File: config.mk
export PLATFORM = sky130hd
export DESIGN_NAME = filter_coef_ctrl
export DESIGN_NICKNAME = d
export VERILOG_FILES = /design/src/rtl/filter_coef_ctrl.sv
export SDC_FILE = /design/constraint.sdc
export NUM_CORES = 1
export LEC_CHECK = 0
export ABC_AREA = 1
export CAP_MARGIN = 25
export CORE_MARGIN = 2
export CORE_UTILIZATION = 55
export DETAILED_ROUTE_END_ITERATION = 6
export GPL_TIMING_DRIVEN = 0
export PLACE_DENSITY_LB_ADDON = 0.25
export SETUP_SLACK_MARGIN = 0.2
export SKIP_LAST_GASP = 1
export SYNTH_ARGS = -nofsm -noshare
export SYNTH_HDL_FRONTEND = slang
export SYNTH_SLANG_ARGS = --single-unit
export TNS_END_PERCENT = 10
File: constraint.sdc
create_clock -name clk -period 2.3 [get_ports clk]
set_input_delay 0.345 -clock clk [delete_from_list [all_inputs] [get_ports clk]]
set_output_delay 0.345 -clock clk [all_outputs]
set_load 0.01 [all_outputs]
File: src/rtl/filter_coef_ctrl.sv
// 5x5 filter coefficient controller: shadow-loads a kernel word by word and
// swaps it into the active kernel only on a frame boundary.
module filter_coef_ctrl #(
    parameter int COEF_WIDTH = 8,
    parameter int NUM_TAPS   = 25
) (
    input  logic                               clk,
    input  logic                               rstn,
    input  logic                               i_load_start,
    input  logic                               i_coef_valid,
    input  logic signed [COEF_WIDTH-1:0]       i_coef_data,
    output logic                               o_coef_ready,
    input  logic                               i_frame_start,
    output logic [NUM_TAPS*COEF_WIDTH-1:0]     o_coef,
    output logic signed [COEF_WIDTH+4:0]       o_coef_sum,
    output logic                               o_pending,
    output logic                               o_busy,
    output logic                               o_err
);

    localparam int SUMW = COEF_WIDTH + 5;
    localparam int CNTW = (NUM_TAPS > 1) ? $clog2(NUM_TAPS) : 1;
    localparam logic [CNTW-1:0] LAST = CNTW'(NUM_TAPS - 1);

    typedef enum logic [1:0] {
        IDLE,
        LOAD,
        PENDING
    } state_t;

    state_t                         r_state;
    state_t                         w_next;
    logic [CNTW-1:0]                r_cnt;
    logic signed [COEF_WIDTH-1:0]   r_shadow [NUM_TAPS];
    logic signed [SUMW-1:0]         r_ssum;
    logic signed [SUMW-1:0]         r_sum;
    logic [NUM_TAPS*COEF_WIDTH-1:0] r_coef;
    logic                           r_err;

    logic                           w_accept;
    logic                           w_last;
    logic                           w_swap;
    logic signed [SUMW-1:0]         w_data_ext;

    // A restart wins over a word arriving in the same cycle.
    assign w_accept   = (r_state == LOAD) && i_coef_valid && !i_load_start;
    assign w_last     = w_accept && (r_cnt == LAST);
    assign w_swap     = (r_state == PENDING) && i_frame_start && !i_load_start;
    assign w_data_ext = {{5{i_coef_data[COEF_WIDTH-1]}}, i_coef_data};

    always_ff @(posedge clk or negedge rstn) begin
        if (!rstn) begin
            r_state <= IDLE;
        end else begin
            r_state <= w_next;
        end
    end

    always_comb begin
        w_next = r_state;
        unique case (r_state)
            IDLE: begin
                if (i_load_start) w_next = LOAD;
            end
            LOAD: begin
                if (i_load_start)  w_next = LOAD;
                else if (w_last)   w_next = PENDING;
            end
            PENDING: begin
                if (i_load_start)       w_next = LOAD;
                else if (i_frame_start) w_next = IDLE;
            end
            default: w_next = IDLE;
        endcase
    end

    always_ff @(posedge clk or negedge rstn) begin
        if (!rstn) begin
            r_cnt  <= '0;
            r_ssum <= '0;
            r_sum  <= '0;
            r_coef <= '0;
            r_err  <= 1'b0;
            for (int k = 0; k < NUM_TAPS; k++) begin
                r_shadow[k] <= '0;
            end
        end else begin
            if (i_load_start) begin
                r_cnt  <= '0;
                r_ssum <= '0;
                if (r_state == LOAD) r_err <= 1'b1;
            end else if (w_accept) begin
                r_shadow[r_cnt] <= i_coef_data;
                r_ssum          <= r_ssum + w_data_ext;
                r_cnt           <= w_last ? '0 : r_cnt + CNTW'(1);
            end
            if (w_swap) begin
                for (int k = 0; k < NUM_TAPS; k++) begin
                    r_coef[k*COEF_WIDTH +: COEF_WIDTH] <= r_shadow[k];
                end
                r_sum <= r_ssum;
            end
        end
    end

    assign o_coef_ready = (r_state == LOAD);
    assign o_busy       = (r_state == LOAD);
    assign o_pending    = (r_state == PENDING);
    assign o_coef       = r_coef;
    assign o_coef_sum   = r_sum;
    assign o_err        = r_err;

endmodule

[Word-level counts from Yosys, hierarchy flattened]
Index checks and enable logic that the tools add are counted.
Storage, ports and cells
  bits in registers: 434
  input bits: 13
  output and inout port bits: 217
Cells by class
  $add $sub $neg: 2
  $lt $le $gt $ge: 2
  equal/unequal tests: 6
  muxes and demuxes: 14
  bitwise operators: 2
  reduce and logical (&&, ||, !) cells: 12
Operator list (number)
  bitwise mux 200 bit: 1
  demux 8 bit (select 5 bit): 1
  2-to-1 mux 13 bit: 2
  2-to-1 mux 5 bit: 3
  adder 13 x 8 -> 13 bit: 1
  2-to-1 mux 2 bit: 5
  2-to-1 mux 8 bit: 1
  greater-or-equal comparator 6 bit (second input constant): 1
  logical AND 1 bit: 6
  < comparator 6 x 1 -> 1 bit (second input constant): 1
  inverter 5 -> 6 bit: 1
  case mux 2 bit (3 select lines): 1
  adder 5 x 1 -> 5 bit (second input constant): 1
  equality test 5 bit (second input constant): 1
  AND reduction 2 bit: 2
  != test 3 x 2 -> 1 bit (second input constant): 1
  != test 3 bit (second input constant): 1
  AND reduction 3 bit: 1
  equality test 2 x 1 -> 1 bit (second input constant): 1
  equality test 2 bit (second input constant): 1
  zero test 2 bit: 1
  != test 2 bit (second input constant): 1
  nonzero test 2 bit: 1
  zero test 1 bit: 1
  inverter 1 bit: 1

[Depth between registers and ports, before layout]
Gate-level depths: netlist of the first run.
  depth after elaboration: 7
  mapped depth: 11
  depth with buffers taken out: 11

[Worst setup path before layout of the first run]
Ideal clock, no wire load.
  kind: input-to-reg
  start point: input i_coef_data[1]
  end point: register r_ssum[12]
  setup time: 0.117 ns
  data arrival time: 1.609 ns
  setup slack: 0.574 ns
  stages on the path: 11
  path buffers: 1
  path through: inv_1 -> clkbuf_1 -> fa_1 -> inv_1 -> nand3_1 -> nand3_1 -> nand2_1 -> nand3_1 -> nand2_1 -> nand3_1 -> nand2_1
On the way
  longest elaborated chain between the ends: 3
Ends and longest elaborated chain
  start: declaration: RTL line 11  | input logic signed [COEF_WIDTH-1:0] i_coef_data,
  adder 13 x 8 -> 13 bit: RTL line 94  | r_ssum <= r_ssum + w_data_ext;
  2-to-1 mux 13 bit: RTL line 92  | end else if (w_accept) begin
  2-to-1 mux 13 bit: RTL line 88  | if (i_load_start) begin
  end signal: assignment: RTL line 94
  end: declaration: RTL line 35  | logic signed [SUMW-1:0] r_ssum;
Every way passes these cells. The select of a mux whose other input is x is not followed.
A chain may end at the register's enable or synchronous reset.

[Worst setup path in the final report of the first run]
  start point: register r_state[0]
  end point: output o_pending
On the way
  longest elaborated chain between the ends: 1
Ends and longest elaborated chain
  start: declaration: RTL line 31  | state_t r_state;
  start signal: assignment: RTL line 55  | r_state <= w_next;
  equality test 2 bit: RTL line 108  | assign o_pending = (r_state == PENDING);
  end: declaration: RTL line 16  | output logic o_pending,
Every way passes these cells.

==> metrics, run 1 <==
combinational family with the most area after synthesis=multiplexers; R2R setup slack=around 350 ps; Reg power frac=between 50% and 60%; Yosys Warn Count=0; Max Cap Viol=0; crit end category=output port; CTS tree=built; diodes inserted=0; clock buffer depth=3; nets=1704; RSZ-0062 raised after global routing=yes; Pre-antenna DRT Iters=5; hpwl dp=about 27 mm; detailed-route via count=approximately 11000; CP startpoint kind=flop; run status=finished, final reports clean; crit-path max FO=4; fraction of layout cells with a size suffix above 1=21.5%; EDFF count, synth=0; Clk pwr share=44.7%; skew final=between 15 and 20 ps; # IOs=230; complex-gate fraction of the synthesized area=under 10%; vias per std cell=between 5 and 6; drt first-iter violations=between 800 and 900; post-synthesis adder-cell area fraction=~1.3%; largest net degree at the start of global routing=131; Yosys top cell by area=dfrtp_1; post-synthesis xor/xnor area fraction=less than 1%; Synth Flop Type=dfrtp_1; Logic pwr share=around 4.7%; fillers=roughly 2200; Post-Syn Nets=1421; crit path from=r_state[0]; Worst path slowest cell=clkdlybuf4s50_1; Synth Instances=between 1000 and 1500; HP Class=in2async; Bufs and invs on worst path=1; Yosys cell types=34; area occupied by multi-input gates=about 5500 um2; GRT Overall Usage=25.2%; multiplexer area fraction after synthesis=a little over an eighth; Wirelength per Cell=~19 um; Worst-Skew Late Latency=530 ps; starting density of the core=55.7%; WS Path Type=reg2out; placed instance area=between 15000 and 20000 um2; register bit total from synthesis=between 400 and 500; GR Overflow Total=0; fmax=between 400 and 500 MHz; top post-synthesis cells by area=dfrtp_1 64%, mux2_2 14%, nand2_1 6.5%, o21ai_0 5.5%, buf_6 1.4%; Area Overhead vs Synth=25.6%; Core ar.=about 30000 um2; Layout Utilization=70.0%; initial antenna violation count=0; global-route wire length before repair=about 64 mm; clk sinks=roughly 430; Final period util=around nine tenths; CP Cell Sequence=nor2_1, clkdlybuf4s50_1; crit path capture=o_pending; Power Density=around 730 nW/um2; DRC Markers=0; worst-margin pin slew=a little under 800 ps; most frequent cell after synthesis=dfrtp_1; minimum clock period=slightly above 2000 ps; Slew Limit Fails=0; Reg-to-Reg End=r_shadow[133]; Slew headroom=between 40 and 50%; most frequent cells after synthesis=434 x dfrtp_1, 293 x nand2_1, 206 x mux2_2; CTS Root Buffer Type=clkbuf_16; Die Y=~180 um; Post-Route WL=between 40 and 50 mm; r2r startpoint=r_cnt[0]; sequential fraction of the synthesis area=between 60% and 70%; Internal=12.2 mW; Yosys top cell area share=63.9%; final number of hold-violating endpoints=0; Reg area=between 10000 and 15000 um2; max incr delay on CP=570 ps; Final ANT Viol Nets=0; H-Tree Depth=2; CP arrival=between 1500 and 2000 ps; Worst-path clk slew=60 ps; P_leak=about 10 nW; TritonCTS Buffers=between 40 and 50; Syn Area/Cell=12.2 um2; num rows=64; switching part of the total=a little over a fifth; endpoints failing setup=0; async set or reset register ratio after synthesis=between 90% and 100%; Chip Width=around 180 um; vias in the first global route=11700; die area=32300 um2; CP top delay family=buffers and inverters; Simple-Gate Fraction of Synth Area=between 10% and 20%; Critical Path RT=slightly below 2000 ps; Psw=roughly 3.4 mW; Placer Congestion=between 0.8 and 0.9; Crit. path cell count=2; final instance area=approximately 21000 um2; Post-Syn Area=approximately 17000 um2; Worst R2R Path Depth=8; number of port buffers=approximately 230; worst vdd ir=0.663 mV
per-stage QoR:
stage	setup TNS (ps)	setup WS (ps)	total power [mW]	hold WS (ps)	std cells
global route	0	137	16.1	424	2098
CTS	0	135	15.7	468	2096
detailed placement	-4070	-799	8.74	425	2019
finish	0	232	15.6	368	2098
global placement	-7523670	-17380	8.71	462	2016
floorplan	0	574	8.37	49.4	1391
worst min-delay path by stage:
stage                  start       endpoint  cells past startpoint  slack, ps
6_report                rstn  o_coef_sum[6]                      2        370
5_1_grt                 rstn  o_coef_sum[6]                      2        420
4_1_cts                 rstn  o_coef_sum[6]                      2        470
3_5_place_dp            rstn      r_ssum[6]                      1        430
3_3_place_gp   r_shadow[131]  r_shadow[131]                      2        460
2_1_floorplan           rstn      o_coef[0]                      0         50
what timing repair did:
item | 4_1_cts | 5_1_grt
hold buffers | 1 | 0
pin swaps | 1 | 0
setup endpoints to repair | 23 | 117
hold endpoints to repair | 95 | 0
setup buffers | 2 | 2
resized for setup | 4 | 6
routing by layer:
layer  track usage [%]  wire (um)  share of wire [%]  up-vias
li1                  -          -                  -     5222
met1              34.3      17300                 43     5749
met2              40.7      19600                 48      318
met3              5.73       2480                6.1       91
met4              8.20       1220                3.0        0
met5                 0          0                  0        -
registers in the layout, indices dropped and copies added, names as in the netlist:
name / cells
o_coef: 200
o_coef_sum: 13
o_err: 1
r_cnt: 5
r_shadow: 200
r_ssum: 13
r_state: 2
power groups by stage:
stage / logic (mW) / clock network (mW) / registers, mW
CTS: 0.729 / 7.04 / 7.89
global route: 0.835 / 7.37 / 7.90
global placement: 0.680 / 0 / 8.03
detailed placement: 0.721 / 0 / 8.02
floorplan: 0.375 / 0 / 7.99
finish: 0.725 / 6.96 / 7.89
layout make-up:
cell class / instances / area share [%]
buffer: 71 / 2.24
clock buffer: 69 / 6.21
clock inverter: 5 / 0.363
inverter: 58 / 1.04
multi-input combinational: 828 / 25.6
sequential: 434 / 50.9
tap: 396 / 2.32
timing repair buffer: 237 / 11.4
logic make-up after synthesis:
family	count (synthesis)
AOI/OAI and AO/OA	229
muxes	206
DFF	434
buffers and inverters	129
xor gates and xnor gates	5
adders and majority gates	17
and+or+nand+nor	371
cell usage in the layout, fill, tap and decap left out, types with 4 or more instances in the layout:
master / Yosys / routed
dfrtp_1: 434 / 434
buf_6: 21 / 21
clkbuf_16: 0 / 45
nand3_4: 4 / 4
inv_2: 4 / 5
nand3_1: 22 / 20
buf_2: 21 / 21
ha_1: 16 / 15
buf_4: 5 / 9
nand4_1: 5 / 5
o21ai_0: 188 / 188
o21ai_1: 27 / 27
nor2_1: 17 / 17
nand2_1: 293 / 293
nand2_2: 12 / 12
a21oi_1: 6 / 6
clkdlybuf4s50_1: 0 / 227
clkbuf_8: 0 / 12
nand3_2: 5 / 7
clkbuf_1: 24 / 36
mux2_2: 206 / 206
inv_1: 52 / 50
o22ai_1: 6 / 6
worst register-to-register path, stage by stage (launching register included):
cell	delay, ps
dfrtp_1	440
inv_1	120
ha_2	340
nand2_1	90
nor2_1	200
nand3_2	230
buf_2	250
nand2_1	60
o21ai_0	70
Note: power is estimated with default switching activity, not from simulation.
==> inputs of run 2 (changes only) <==
--- a/config.mk
+++ b/config.mk
@@ -13,7 +13,6 @@
 export GPL_TIMING_DRIVEN = 0
 export PLACE_DENSITY_LB_ADDON = 0.25
 export SETUP_SLACK_MARGIN = 0.2
-export SKIP_LAST_GASP = 1
 export SYNTH_ARGS = -nofsm -noshare
 export SYNTH_HDL_FRONTEND = slang
 export SYNTH_SLANG_ARGS = --single-unit
==> results of run 2 <==
The final DEF is identical to that of run 1; final timing and power are the same.
==> inputs of run 3 (changes only) <==
--- a/config.mk
+++ b/config.mk
@@ -5,7 +5,6 @@
 export SDC_FILE = /design/constraint.sdc
 export NUM_CORES = 1
 export LEC_CHECK = 0
-export ABC_AREA = 1
 export CAP_MARGIN = 25
 export CORE_MARGIN = 2
 export CORE_UTILIZATION = 55
==> metrics, run 3 <==
drt first-iter violations=roughly 410; Final period util=between 90 and 100%; EDFF count, synth=0; crit end category=output port; diodes inserted=0; Synth Instances=around 1100; Die Y=between 150 and 200 um; Core ar.=slightly above 30000 um2; Pre-antenna DRT Iters=4; GR Overflow Total=0; CTS Root Buffer Type=clkbuf_16; top post-synthesis cells by area=dfrtp_1 64%, mux2_2 19%, mux2_1 7.2%, nand2_1 1.3%, ha_1 1.2%; die area=32300 um2; minimum clock period=around 2100 ps; Yosys top cell area share=64.0%; P_leak=between 10 and 15 nW; TritonCTS Buffers=44; worst-margin pin slew=approximately 800 ps; Clk pwr share=approximately 44%; switching part of the total=22.1%; RSZ-0062 raised after global routing=yes; endpoints failing setup=0; global-route wire length before repair=60.2 mm; Post-Route WL=37.3 mm; most frequent cell after synthesis=dfrtp_1; worst vdd ir=0.641 mV; Final ANT Viol Nets=0; CP startpoint kind=flop; run status=finished, final reports clean; commonest non-fill, non-tap cell in the layout=dfrtp_1; Area Overhead vs Synth=25.9%; sequential fraction of the synthesis area=64.0%; H-Tree Depth=2; Internal=approximately 12 mW; Syn Area/Cell=15.3 um2; Slew Limit Fails=0; skew final=between 10 and 15 ps; Yosys top cell by area=dfrtp_1; Slew headroom=about half; post-place setup slack=-950 ps; Wirelength per Cell=roughly 21 um; number of port buffers=approximately 230; Layout Utilization=roughly 70%; Synth Flop Type=dfrtp_1; Worst-path clk slew=60 ps; vias per std cell=roughly 5.5; starting density of the core=between 50% and 60%; Yosys Warn Count=0; largest net degree at the start of global routing=between 100 and 150; HP Class=in2reg; detailed-route via count=around 9900; num rows=64; CP arrival=approximately 1800 ps; CTS tree=built; Psw=~3.5 mW; Power Density=about 730 nW/um2; initial antenna violation count=0; # IOs=230; final number of hold-violating endpoints=0; Yosys cell types=49; hpwl dp=~25 mm; Post-Syn Nets=about 1100; clk sinks=~430; Placer Congestion=0.805; Reg power frac=between 50% and 60%; clock buffer depth=3; Post-Syn Area=between 15000 and 20000 um2; crit-path max FO=4; DRC Markers=0; most frequent cells after synthesis=434 x dfrtp_1, 280 x mux2_2, 109 x mux2_1; vias in the first global route=10500; async set or reset register ratio after synthesis=100%; Logic pwr share=about 5.3%; WS Path Type=reg2out; most frequent cells in the layout=434 x dfrtp_1, 280 x mux2_2, 221 x clkdlybuf4s50_1; fmax=~470 MHz; Max Cap Viol=0; Worst-Skew Late Latency=roughly 530 ps; nets=about 1400; fraction of layout cells with a size suffix above 1=between 20% and 30%; Worst Setup Slack, final=189 ps; GRT Overall Usage=23.7%; Critical Path RT=slightly below 2000 ps; register bit total from synthesis=between 400 and 500; Chip Width=about 180 um
-- run 3: kinds of logic after synthesis --
family | synth area share (%)
flops | 64.0
mux | 25.9
simple gates | 3.91
compound gates | 2.47
buf+inv | 2.12
fa+ha+maj | 1.30
xor+xnor | 0.310
-- run 3: area by class of cell --
class,instances,area (um2)
Sequential cell,434,10900
Timing Repair Buffer,237,2440
Clock inverter,11,108
Fill cell,2092,9140
Multi-Input combinational cell,612,5840
Buffer,57,349
Clock buffer,65,1260
Inverter,6,25.0
Tap cell,396,495
-- run 3: repair_timing --
action,in CTS,in global routing
endpoints found under the hold margin,62,0
cloned,0,0
pin swaps,1,2
resized for setup,11,24
endpoints found under the setup margin,181,222
buffers inserted,4,1
hold buffers,1,0
-- run 3: final timing paths --
kind                                      from  cells past startpoint             to  slack (ps)
max in group asynchronous                 rstn                      3    o_coef[152]         890
worst min-delay path            i_coef_data[1]                      2    r_shadow[1]         220
worst min register to register           o_err                      1          o_err         460
min in group asynchronous                 rstn                      2     o_coef[47]         350
worst max-delay path                r_state[0]                      3   o_coef_ready         190
worst max register to register      r_state[1]                      7  r_shadow[131]         230
-- run 3: critical path, cell delays in order, from the launching register on --
cell and delay, ps:
dfrtp_1 410, nor2b_4 200, buf_4 120, clkdlybuf4s50_1 520
-- run 3: layer usage --
metal	vias up	track usage (%)	part of all wire [%]
li1	4485	-	-
met1	5204	33.1	45
met2	200	38.4	48
met3	58	5.02	5.0
met4	0	5.92	2.1
met5	-	0	0
-- run 3: power groups by stage --
stage          sequential (mW)  combinational (mW)  clock (mW)
6_report                  7.96               0.827        6.82
5_1_grt                   7.98               0.940        7.26
4_1_cts                   7.96               0.823        6.93
3_5_place_dp              8.09               0.809           0
3_3_place_gp              8.09               0.766           0
2_1_floorplan             8.05               0.457           0
-- run 3: metrics by stage --
step | power, mW | cells | area, um2 | TNS [ps] | hold slack, ps
floorplan | 8.51 | 1109 | 17000 | 0 | 49.4
global route | 16.2 | 1818 | 21400 | 0 | 220
detailed placement | 8.90 | 1736 | 19800 | -51210 | 336
global placement | 8.86 | 1733 | 19800 | -7609960 | 443
finish | 15.6 | 1818 | 21400 | 0 | 220
CTS | 15.7 | 1817 | 21300 | 0 | 360
